===== config.mk =====
export PLATFORM = sky130hd
export DESIGN_NAME = pico_ctrl_flat
export DESIGN_NICKNAME = d
export VERILOG_FILES = /design/src/rtl/pico_ctrl_if.sv /design/src/rtl/pico_ctrl.sv /design/src/flat_wrapper.sv
export SDC_FILE = /design/constraint.sdc
export NUM_CORES = 1
export LEC_CHECK = 0
export ABC_CLOCK_PERIOD_IN_PS = 1600
export BUFFER_PORTS_ARGS = -buffer_cell sky130_fd_sc_hd__buf_4
export CAP_MARGIN = 40
export CORE_MARGIN = 4
export CORE_UTILIZATION = 38
export DETAILED_ROUTE_END_ITERATION = 16
export PLACE_DENSITY = 0.75
export SYNTH_ARGS = -nofsm -noshare
export SYNTH_HDL_FRONTEND = slang
export SYNTH_SLANG_ARGS = --single-unit

===== constraint.sdc =====
create_clock -name Clock -period 1.6 [get_ports Clock]
set_clock_uncertainty 0.2 [all_clocks]
set_input_delay 0 -clock Clock [delete_from_list [all_inputs] [get_ports Clock]]
set_output_delay 0 -clock Clock [all_outputs]
set_load 0.01 [all_outputs]

===== src/rtl/pico_ctrl_if.sv =====
// Bus between the picoMips fetch/decode sequencer and its ROM/ALU/register-file side.
// The controller takes the master modport; the datapath side takes the slave modport.
interface pico_ctrl_if #(
  parameter int PCW = 8
);
  logic [15:0]    Instr;
  logic [7:0]     ACC;
  logic           Button;
  logic [PCW-1:0] PC;
  logic [7:0]     Imm;
  logic           SelImm;
  logic           SelSW;
  logic           SelRegData;
  logic           UseMul;
  logic           UseACC;
  logic           WE;
  logic [3:0]     RegAddr;
  logic           RegWE;
  logic           Halted;

  modport master (
    input  Instr, ACC, Button,
    output PC, Imm, SelImm, SelSW, SelRegData, UseMul, UseACC, WE,
           RegAddr, RegWE, Halted
  );

  modport slave (
    output Instr, ACC, Button,
    input  PC, Imm, SelImm, SelSW, SelRegData, UseMul, UseACC, WE,
           RegAddr, RegWE, Halted
  );
endinterface


===== src/rtl/pico_ctrl.sv =====
// picoMips fetch/decode sequencer: two cycles per instruction (FETCH, EXEC), plus
// branch, jump, button wait and halt. Define PICO_CTRL_BTN_SYNC_EN to synchronise Button.
module pico_ctrl #(
  parameter int PCW = 8
) (
  input  logic         Clock,
  input  logic         nReset,
  pico_ctrl_if.master  bus
);

  typedef enum logic [2:0] {
    S_FETCH   = 3'd0,
    S_EXEC    = 3'd1,
    S_WAIT_HI = 3'd2,
    S_WAIT_LO = 3'd3,
    S_HALT    = 3'd4
  } state_t;

  localparam logic [3:0] OP_LDI   = 4'h1;
  localparam logic [3:0] OP_LDSW  = 4'h2;
  localparam logic [3:0] OP_ADDI  = 4'h3;
  localparam logic [3:0] OP_ADDR  = 4'h4;
  localparam logic [3:0] OP_MULI  = 4'h5;
  localparam logic [3:0] OP_STR   = 4'h6;
  localparam logic [3:0] OP_JMP   = 4'h7;
  localparam logic [3:0] OP_BZ    = 4'h8;
  localparam logic [3:0] OP_WAITP = 4'h9;
  localparam logic [3:0] OP_HALT  = 4'hF;

  localparam logic [PCW-1:0] PC_ONE = {{(PCW-1){1'b0}}, 1'b1};

  state_t         r_state;
  state_t         w_state_next;
  logic [PCW-1:0] r_pc;
  logic [PCW-1:0] w_pc_next;
  logic [PCW-1:0] w_pc_inc;
  logic [PCW-1:0] w_target;
  logic [3:0]     w_op;
  logic           w_btn;
  logic           w_acc_zero;

  logic w_sel_imm;
  logic w_sel_sw;
  logic w_sel_reg;
  logic w_use_mul;
  logic w_use_acc;
  logic w_we;
  logic w_reg_we;

`ifdef PICO_CTRL_BTN_SYNC_EN
  logic [1:0] r_btn_sync;

  always_ff @(posedge Clock or negedge nReset) begin
    if (!nReset) begin
      r_btn_sync <= 2'b00;
    end else begin
      r_btn_sync <= {r_btn_sync[0], bus.Button};
    end
  end

  assign w_btn = r_btn_sync[1];
`else
  assign w_btn = bus.Button;
`endif

  assign w_op       = bus.Instr[15:12];
  assign w_pc_inc   = r_pc + PC_ONE;
  assign w_acc_zero = (bus.ACC == 8'd0);

  // Jump targets come from the 8-bit immediate; narrower PCs truncate, wider ones zero-extend.
  generate
    if (PCW <= 8) begin : g_target_trunc
      assign w_target = bus.Instr[PCW-1:0];
    end else begin : g_target_ext
      assign w_target = {{(PCW-8){1'b0}}, bus.Instr[7:0]};
    end
  endgenerate

  always_ff @(posedge Clock or negedge nReset) begin
    if (!nReset) begin
      r_state <= S_FETCH;
      r_pc    <= '0;
    end else begin
      r_state <= w_state_next;
      r_pc    <= w_pc_next;
    end
  end

  always_comb begin
    w_state_next = r_state;
    w_pc_next    = r_pc;
    w_sel_imm    = 1'b0;
    w_sel_sw     = 1'b0;
    w_sel_reg    = 1'b0;
    w_use_mul    = 1'b0;
    w_use_acc    = 1'b0;
    w_we         = 1'b0;
    w_reg_we     = 1'b0;

    case (r_state)
      S_FETCH: begin
        w_state_next = S_EXEC;
      end

      S_EXEC: begin
        w_state_next = S_FETCH;
        w_pc_next    = w_pc_inc;
        case (w_op)
          OP_LDI: begin
            w_sel_imm = 1'b1;
            w_we      = 1'b1;
          end
          OP_LDSW: begin
            w_sel_sw = 1'b1;
            w_we     = 1'b1;
          end
          OP_ADDI: begin
            w_use_acc = 1'b1;
            w_sel_imm = 1'b1;
            w_we      = 1'b1;
          end
          OP_ADDR: begin
            w_use_acc = 1'b1;
            w_sel_reg = 1'b1;
            w_we      = 1'b1;
          end
          OP_MULI: begin
            w_use_acc = 1'b1;
            w_use_mul = 1'b1;
            w_we      = 1'b1;
          end
          OP_STR: begin
            w_reg_we = 1'b1;
          end
          OP_JMP: begin
            w_pc_next = w_target;
          end
          OP_BZ: begin
            if (w_acc_zero) begin
              w_pc_next = w_target;
            end
          end
          OP_WAITP: begin
            w_pc_next    = r_pc;
            w_state_next = S_WAIT_HI;
          end
          OP_HALT: begin
            w_pc_next    = r_pc;
            w_state_next = S_HALT;
          end
          default: begin
          end
        endcase
      end

      S_WAIT_HI: begin
        if (w_btn) begin
          w_state_next = S_WAIT_LO;
        end
      end

      // The PC only advances on release, so one press retires exactly one WAITP.
      S_WAIT_LO: begin
        if (!w_btn) begin
          w_state_next = S_FETCH;
          w_pc_next    = w_pc_inc;
        end
      end

      S_HALT: begin
      end

      default: begin
        w_state_next = S_FETCH;
      end
    endcase
  end

  assign bus.PC         = r_pc;
  assign bus.Imm        = bus.Instr[7:0];
  assign bus.RegAddr    = bus.Instr[11:8];
  assign bus.SelImm     = w_sel_imm;
  assign bus.SelSW      = w_sel_sw;
  assign bus.SelRegData = w_sel_reg;
  assign bus.UseMul     = w_use_mul;
  assign bus.UseACC     = w_use_acc;
  assign bus.WE         = w_we;
  assign bus.RegWE      = w_reg_we;
  assign bus.Halted     = (r_state == S_HALT);

endmodule


===== src/flat_wrapper.sv =====
// flat-port wrapper written by rule: the top's interface ports become plain ports
module pico_ctrl_flat 
#(
  parameter int PCW = 8
)
  (Clock, nReset, bus_Instr, bus_ACC, bus_Button, bus_PC, bus_Imm, bus_SelImm, bus_SelSW, bus_SelRegData, bus_UseMul, bus_UseACC, bus_WE, bus_RegAddr, bus_RegWE, bus_Halted);
  pico_ctrl_if #(.PCW(PCW)) bus_i ();
  input  logic Clock;
  input  logic nReset;
  input wire logic [$bits(bus_i.Instr)-1:0] bus_Instr;
  input wire logic [$bits(bus_i.ACC)-1:0] bus_ACC;
  input wire logic [$bits(bus_i.Button)-1:0] bus_Button;
  output wire logic [$bits(bus_i.PC)-1:0] bus_PC;
  output wire logic [$bits(bus_i.Imm)-1:0] bus_Imm;
  output wire logic [$bits(bus_i.SelImm)-1:0] bus_SelImm;
  output wire logic [$bits(bus_i.SelSW)-1:0] bus_SelSW;
  output wire logic [$bits(bus_i.SelRegData)-1:0] bus_SelRegData;
  output wire logic [$bits(bus_i.UseMul)-1:0] bus_UseMul;
  output wire logic [$bits(bus_i.UseACC)-1:0] bus_UseACC;
  output wire logic [$bits(bus_i.WE)-1:0] bus_WE;
  output wire logic [$bits(bus_i.RegAddr)-1:0] bus_RegAddr;
  output wire logic [$bits(bus_i.RegWE)-1:0] bus_RegWE;
  output wire logic [$bits(bus_i.Halted)-1:0] bus_Halted;
  assign bus_i.Instr = bus_Instr;
  assign bus_i.ACC = bus_ACC;
  assign bus_i.Button = bus_Button;
  assign bus_PC = bus_i.PC;
  assign bus_Imm = bus_i.Imm;
  assign bus_SelImm = bus_i.SelImm;
  assign bus_SelSW = bus_i.SelSW;
  assign bus_SelRegData = bus_i.SelRegData;
  assign bus_UseMul = bus_i.UseMul;
  assign bus_UseACC = bus_i.UseACC;
  assign bus_WE = bus_i.WE;
  assign bus_RegAddr = bus_i.RegAddr;
  assign bus_RegWE = bus_i.RegWE;
  assign bus_Halted = bus_i.Halted;
  pico_ctrl #(.PCW(PCW)) u_core (.Clock(Clock), .nReset(nReset), .bus(bus_i));
endmodule

; ---- Yosys cells after proc, flatten, opt, wreduce, memory -nomap -nowiden
; Cells that the tools add are included.
[totals]
ff_bits = 11
elab_cells = 52
out_inout_bits = 28
input_bits = 27
[op_classes]
eq_ne = 17
n_bitwise = 1
add_sub_neg = 1
muxes = 22
reduce_logical = 9
[op_table]
columns = op, n
row1 = 8-bit case mux with 3 select lines, 1
row2 = 4-bit by 3-bit equality test with 1-bit output (second input constant), 4
row3 = 8-bit two-way mux, 2
row4 = 8-bit case mux with 2 select lines, 1
row5 = 3-bit case mux with 5 select lines, 1
row6 = 1-bit two-way mux, 14
row7 = 4-bit equality test (second input constant), 3
row8 = 8-bit by 1-bit adder with 8-bit output (second input constant), 1
row9 = 4-bit by 2-bit equality test with 1-bit output (second input constant), 2
row10 = 8-bit logical NOT, 1
row11 = 3-bit by 2-bit equality test with 1-bit output (second input constant), 2
row12 = 3-bit two-way mux, 2
row13 = 2-bit inequality test (second input constant), 3
row14 = 3-bit case mux with 2 select lines, 1
row15 = 3-bit AND reduction, 2
row16 = 5-bit OR reduction, 1
row17 = 4-bit by 1-bit equality test with 1-bit output (second input constant), 1
row18 = 2-bit OR reduction, 2
row19 = 3-bit by 1-bit equality test with 1-bit output (second input constant), 1
row20 = 3-bit equality test (second input constant), 1
row21 = 3-bit logical NOT, 1
row22 = 3-bit OR reduction, 1
row23 = 2-bit nonzero test, 1
row24 = 1-bit NOT, 1

; ---- Depth between registers and ports, before layout
[logic_depth]
word_depth = 4
depth_mapped = 7
mapped_depth_nobuf = 5

; ---- Worst setup path after synthesis
; Ideal clock, no wire load.
[synth_path]
path_kind = register to register
from = reg u_core.r_state[2]
to = reg u_core.r_pc[4], in the netlist u_core.bus.PC[4]
n_path_buf = 1
required_time_ns = 1.335
stages_incl_launch_ff = 7
period_less_slack_ns = 1.789
arrival_time_ns = 1.525
setup_ns = 0.065
slack_ns = -0.189
path_cell_list = dfrtp_1 and2b_1 o311ai_1 buf_2 or3_1 a21oi_1 a211o_1
[synth_via]
elab_chain_cells = 3
word_cells_on_any_way = 7
classes_between = eq/ne (4) / mux (1) / reduce/logical (2)
[synth_rtl]
columns = item, line
row1 = "start, declared", pico_ctrl.sv:32  ; state_t r_state;
row2 = "start signal, assigned", pico_ctrl.sv:84  ; r_state <= w_state_next;
row3 = 3-bit by 2-bit equality test with 1-bit output or 3-bit by 1-bit equality test with 1-bit output (tied branches), pico_ctrl.sv:100  ; case (r_state)
row4 = 2-bit inequality test (no source line) or 2-bit nonzero test (tied branches), n/a
row5 = 3-bit AND reduction (no source line), n/a
row6 = "end signal, assigned", pico_ctrl.sv:85  ; r_pc <= w_pc_next;
row7 = "end, declared", pico_ctrl.sv:34  ; logic [PCW-1:0] r_pc;
; Parallel ways exist; a longest one is shown, timed or not.
; A chain may end at the register's enable or synchronous reset.

; ---- Worst setup path after layout
[layout_path]
from = reg u_core.r_state[2]
to = reg u_core.r_pc[7], in the netlist u_core.bus.PC[7]
; Same word-level chain as after synthesis.

==> impl_metrics.csv <==
group,metric,value,unit
synthesis,syn-num-nets,136,
power,p_sw_share,40.0,%
floorplan,core,0.00223,mm^2
power,p_leak,0.000765,uW
synthesis,yosys.area.top_type,"dfrtp_1",
sta,max_slew_margin,64.1,%
run_status,failed_checks,"setup timing",
final_layout,final_cell_area,0.00167,mm^2
grt,antenna_found_initial,0,
floorplan,die_w,56.5,um
critical_path,r2r-end,"u_core.bus.PC[7]",
power,p_clk_share,8.7,%
hold_path,hold_class,"in2reg",
sta,worst_slack,-0.113,ns
synthesis,yosysWarnings,0,
synthesis,synth_top_area_share,30.9,%
hold_path,hold_end,"u_core.r_state[1]",
final_layout,syn_to_final_growth,86.8,%
clock_network,cts.sinks,11,
power,p_comb_share,68.9,%
critical_path,worstSetupEndpointType,"flop",
drt,finalWirelength,2.65,mm
grt,grt-ovfl-total,0,
power,peakVddDrop,0.852,mV
placed_design,gp_congestion,0.786,
grt,grt_pass1_wl,4.31,mm
clock_network,clkTransAtPathRegs,0.07,ns
critical_path,worstPathMaxFanout,7,
sta,fmax,584,MHz
floorplan,rows,17,
clock_network,cts_buffers,3,
final_layout,finalNetCount,205,
critical_path,crit_required,1.55,ns
sta,rsz0062_at_grt,"yes",
final_layout,num_antenna_cells,0,
final_layout,fin_util,74.6,%
synthesis,synth.avg_cell_area,8.26,um^2
synthesis,ys_types,36,
synthesis,synthCells,108,
grt,track_usage,16.6,%
drt,via_per_inst,5.11,
drt,via_count,1042,
final_layout,multi_input_area,647,um^2
clock_network,cts_tree,"done",
final_layout,final.fill_count,179,
hold_path,whs_path_depth,4,
drt,drc_errors,0,
grt,grt_start_max_net_pins,16,
placed_design,placed_area,0.00129,mm^2
sta,post-route-period-util,107,%
placed_design,place_hpwl,1.96,mm
final_layout,final_cell_mix,"buf_4, dlygate4sd3_1, nand2_1, dfrtp_1, buf_6",
hold_path,worstHoldStart,"bus_Instr[15]",
sta,hold_violations,0,
final_layout,seqCellArea,277,um^2
synthesis,syn_area,892,um^2
final_layout,drive_gt1_share,55.1,%
critical_path,worstPathArrival,1.67,ns
flow_run,maxCapViolations,0,
critical_path,path_class,"reg2reg",
power,powerDensity,1290,mW/mm^2
sta,tightestPinTransition,0.537,ns
grt,grt_pass1_vias,1021,
clock_network,cts-htree-levels,1,
drt,drtIter0Drc,22,
drt,postRouteAntennaNets,0,
sta,report.final.slew_viol_count,0,
sta,tns,-0.542,ns
drt,wl_per_cell,13.0,um
floorplan,start_util,39.9,%
clock_network,clkLatencyLatePin,0.27,ns
critical_path,startpoint_type,"flop",
clock_network,cts-root-buf,"clkbuf_4",
sta,finalSetupViolCount,9,
synthesis,yosysSeqAreaShare,30.9,%
floorplan,io_pins,55,
final_layout,final_common_cell,"buf_4",
drt,first_pass_iters,4,
sta,finalCriticalPeriod,1.71,ns
power,switching_power,858,uW
synthesis,synth.area.top_cells,"dfrtp_1, buf_4, nand2_1, a21oi_1, and3_1",
critical_path,reg2reg_depth,5,
floorplan,die_area,0.00319,mm^2
floorplan,fp.dieH,56.5,um
power,p_seq_share,22.4,%
critical_path,rrSetupSlack,-0.11,ns
clock_network,clk_path_buf_depth,2,
critical_path,r2r_start,"u_core.r_state[2]",
placed_design,port_buffers,46,
power,p_int,1290,uW
synthesis,synth_seq_cells,11,
run_status,status,"complete, but fails checks",
## power by group through the flow
stage               clock [uW]  sequential, uW  combinational (uW)
floorplan                    0             514                 626
global placement             0             464                1110
detailed placement           0             470                1140
CTS                        197             471                1360
global route               213             494                1610
finish                     187             480                1480
## synthesized netlist by cell type, drive strengths merged
master / instances
a211o: 4
a21o: 1
a21oi: 8
a22oi: 2
and2b: 1
and3: 6
and4b: 1
buf: 15
clkbuf: 1
dfrtp: 11
ha: 1
inv: 2
mux2i: 2
nand2: 13
nand2b: 2
nand3: 7
nand3b: 1
nand4: 1
nor2: 6
nor3: 6
nor3b: 1
nor4b: 2
o21ai: 1
o22ai: 1
o311a: 1
o311ai: 2
or2: 1
or2b: 1
or3: 5
or4b: 1
xor2: 1
## routing by layer
metal	part of all wire [%]	track usage, %	vias to the layer above	routed length [um]
met2	50	30.2	41	1320
met5	0	0	-	0
met1	42	18.4	479	1110
met3	8.3	4.60	2	219
li1	-	-	520	-
met4	0.45	5.08	0	12
## logic make-up (layout without fill, tap and decap cells)
group / Yosys count / after routing / share of synthesized area [%]
AO/OA/AOI/OAI: 20 / 20 / 16.8
XOR/XNOR: 1 / 1 / 0.982
adder cells (fa/ha/maj): 1 / 1 / 1.40
buffers and inverters: 18 / 86 / 13.7
flip-flops: 11 / 11 / 30.9
multiplexers: 2 / 2 / 2.24
AND/OR/NAND/NOR: 55 / 55 / 33.9
## cell type report
class / count / area share, %
Multi-Input combinational cell: 79 / 38.8
Timing Repair Buffer: 80 / 40.4
Tap cell: 28 / 2.10
Inverter: 2 / 0.450
Clock buffer: 3 / 1.35
Clock inverter: 1 / 0.300
Sequential cell: 11 / 16.6
## what timing repair did
| item | in CTS | in global routing |
|---|---|---|
| setup buffers | 2 | 2 |
| gates resized for setup | 22 | 16 |
| endpoints found under the setup margin | 16 | 15 |
| pin swaps | 12 | 9 |
| hold buffers | 15 | 0 |
| endpoints found under the hold margin | 33 | 0 |
## registers in the layout, summed over array words and instances (netlist names)
register and count:
u_core.bus.PC 8, u_core.r_state 3
## worst max-delay path by stage
stage	from	end	slack [ns]	cells past startpoint
2_1_floorplan	u_core.r_state[2]	u_core.bus.PC[4]	-0.1	6
3_3_place_gp	u_core.r_state[1]	u_core.bus.PC[7]	-0.11	4
3_5_place_dp	u_core.r_state[1]	u_core.bus.PC[7]	-0.14	4
4_1_cts	u_core.r_state[2]	bus_SelSW	-0.12	4
5_1_grt	u_core.r_state[2]	u_core.bus.PC[7]	-0.17	5
6_report	u_core.r_state[2]	u_core.bus.PC[7]	-0.11	5
## metrics by stage
step	hold WS (ns)	instances	total power, uW	setup WS, ns
final	0.0353	204	2150	-0.113
after global routing	0.0547	204	2310	-0.170
after CTS	0.00461	202	2030	-0.122
after detailed placement	-0.356	181	1610	-0.144
after global placement	-0.357	181	1580	-0.110
after floorplan	-0.496	108	1140	-0.0964
## critical path, cell delays in order, from the launching register on
cell and delay, ns:
dfrtp_1 0.38, and2b_4 0.32, o311ai_4 0.14, buf_4 0.17, buf_4 0.12, a211o_1 0.27
Power figures use the tool's default switching activity.
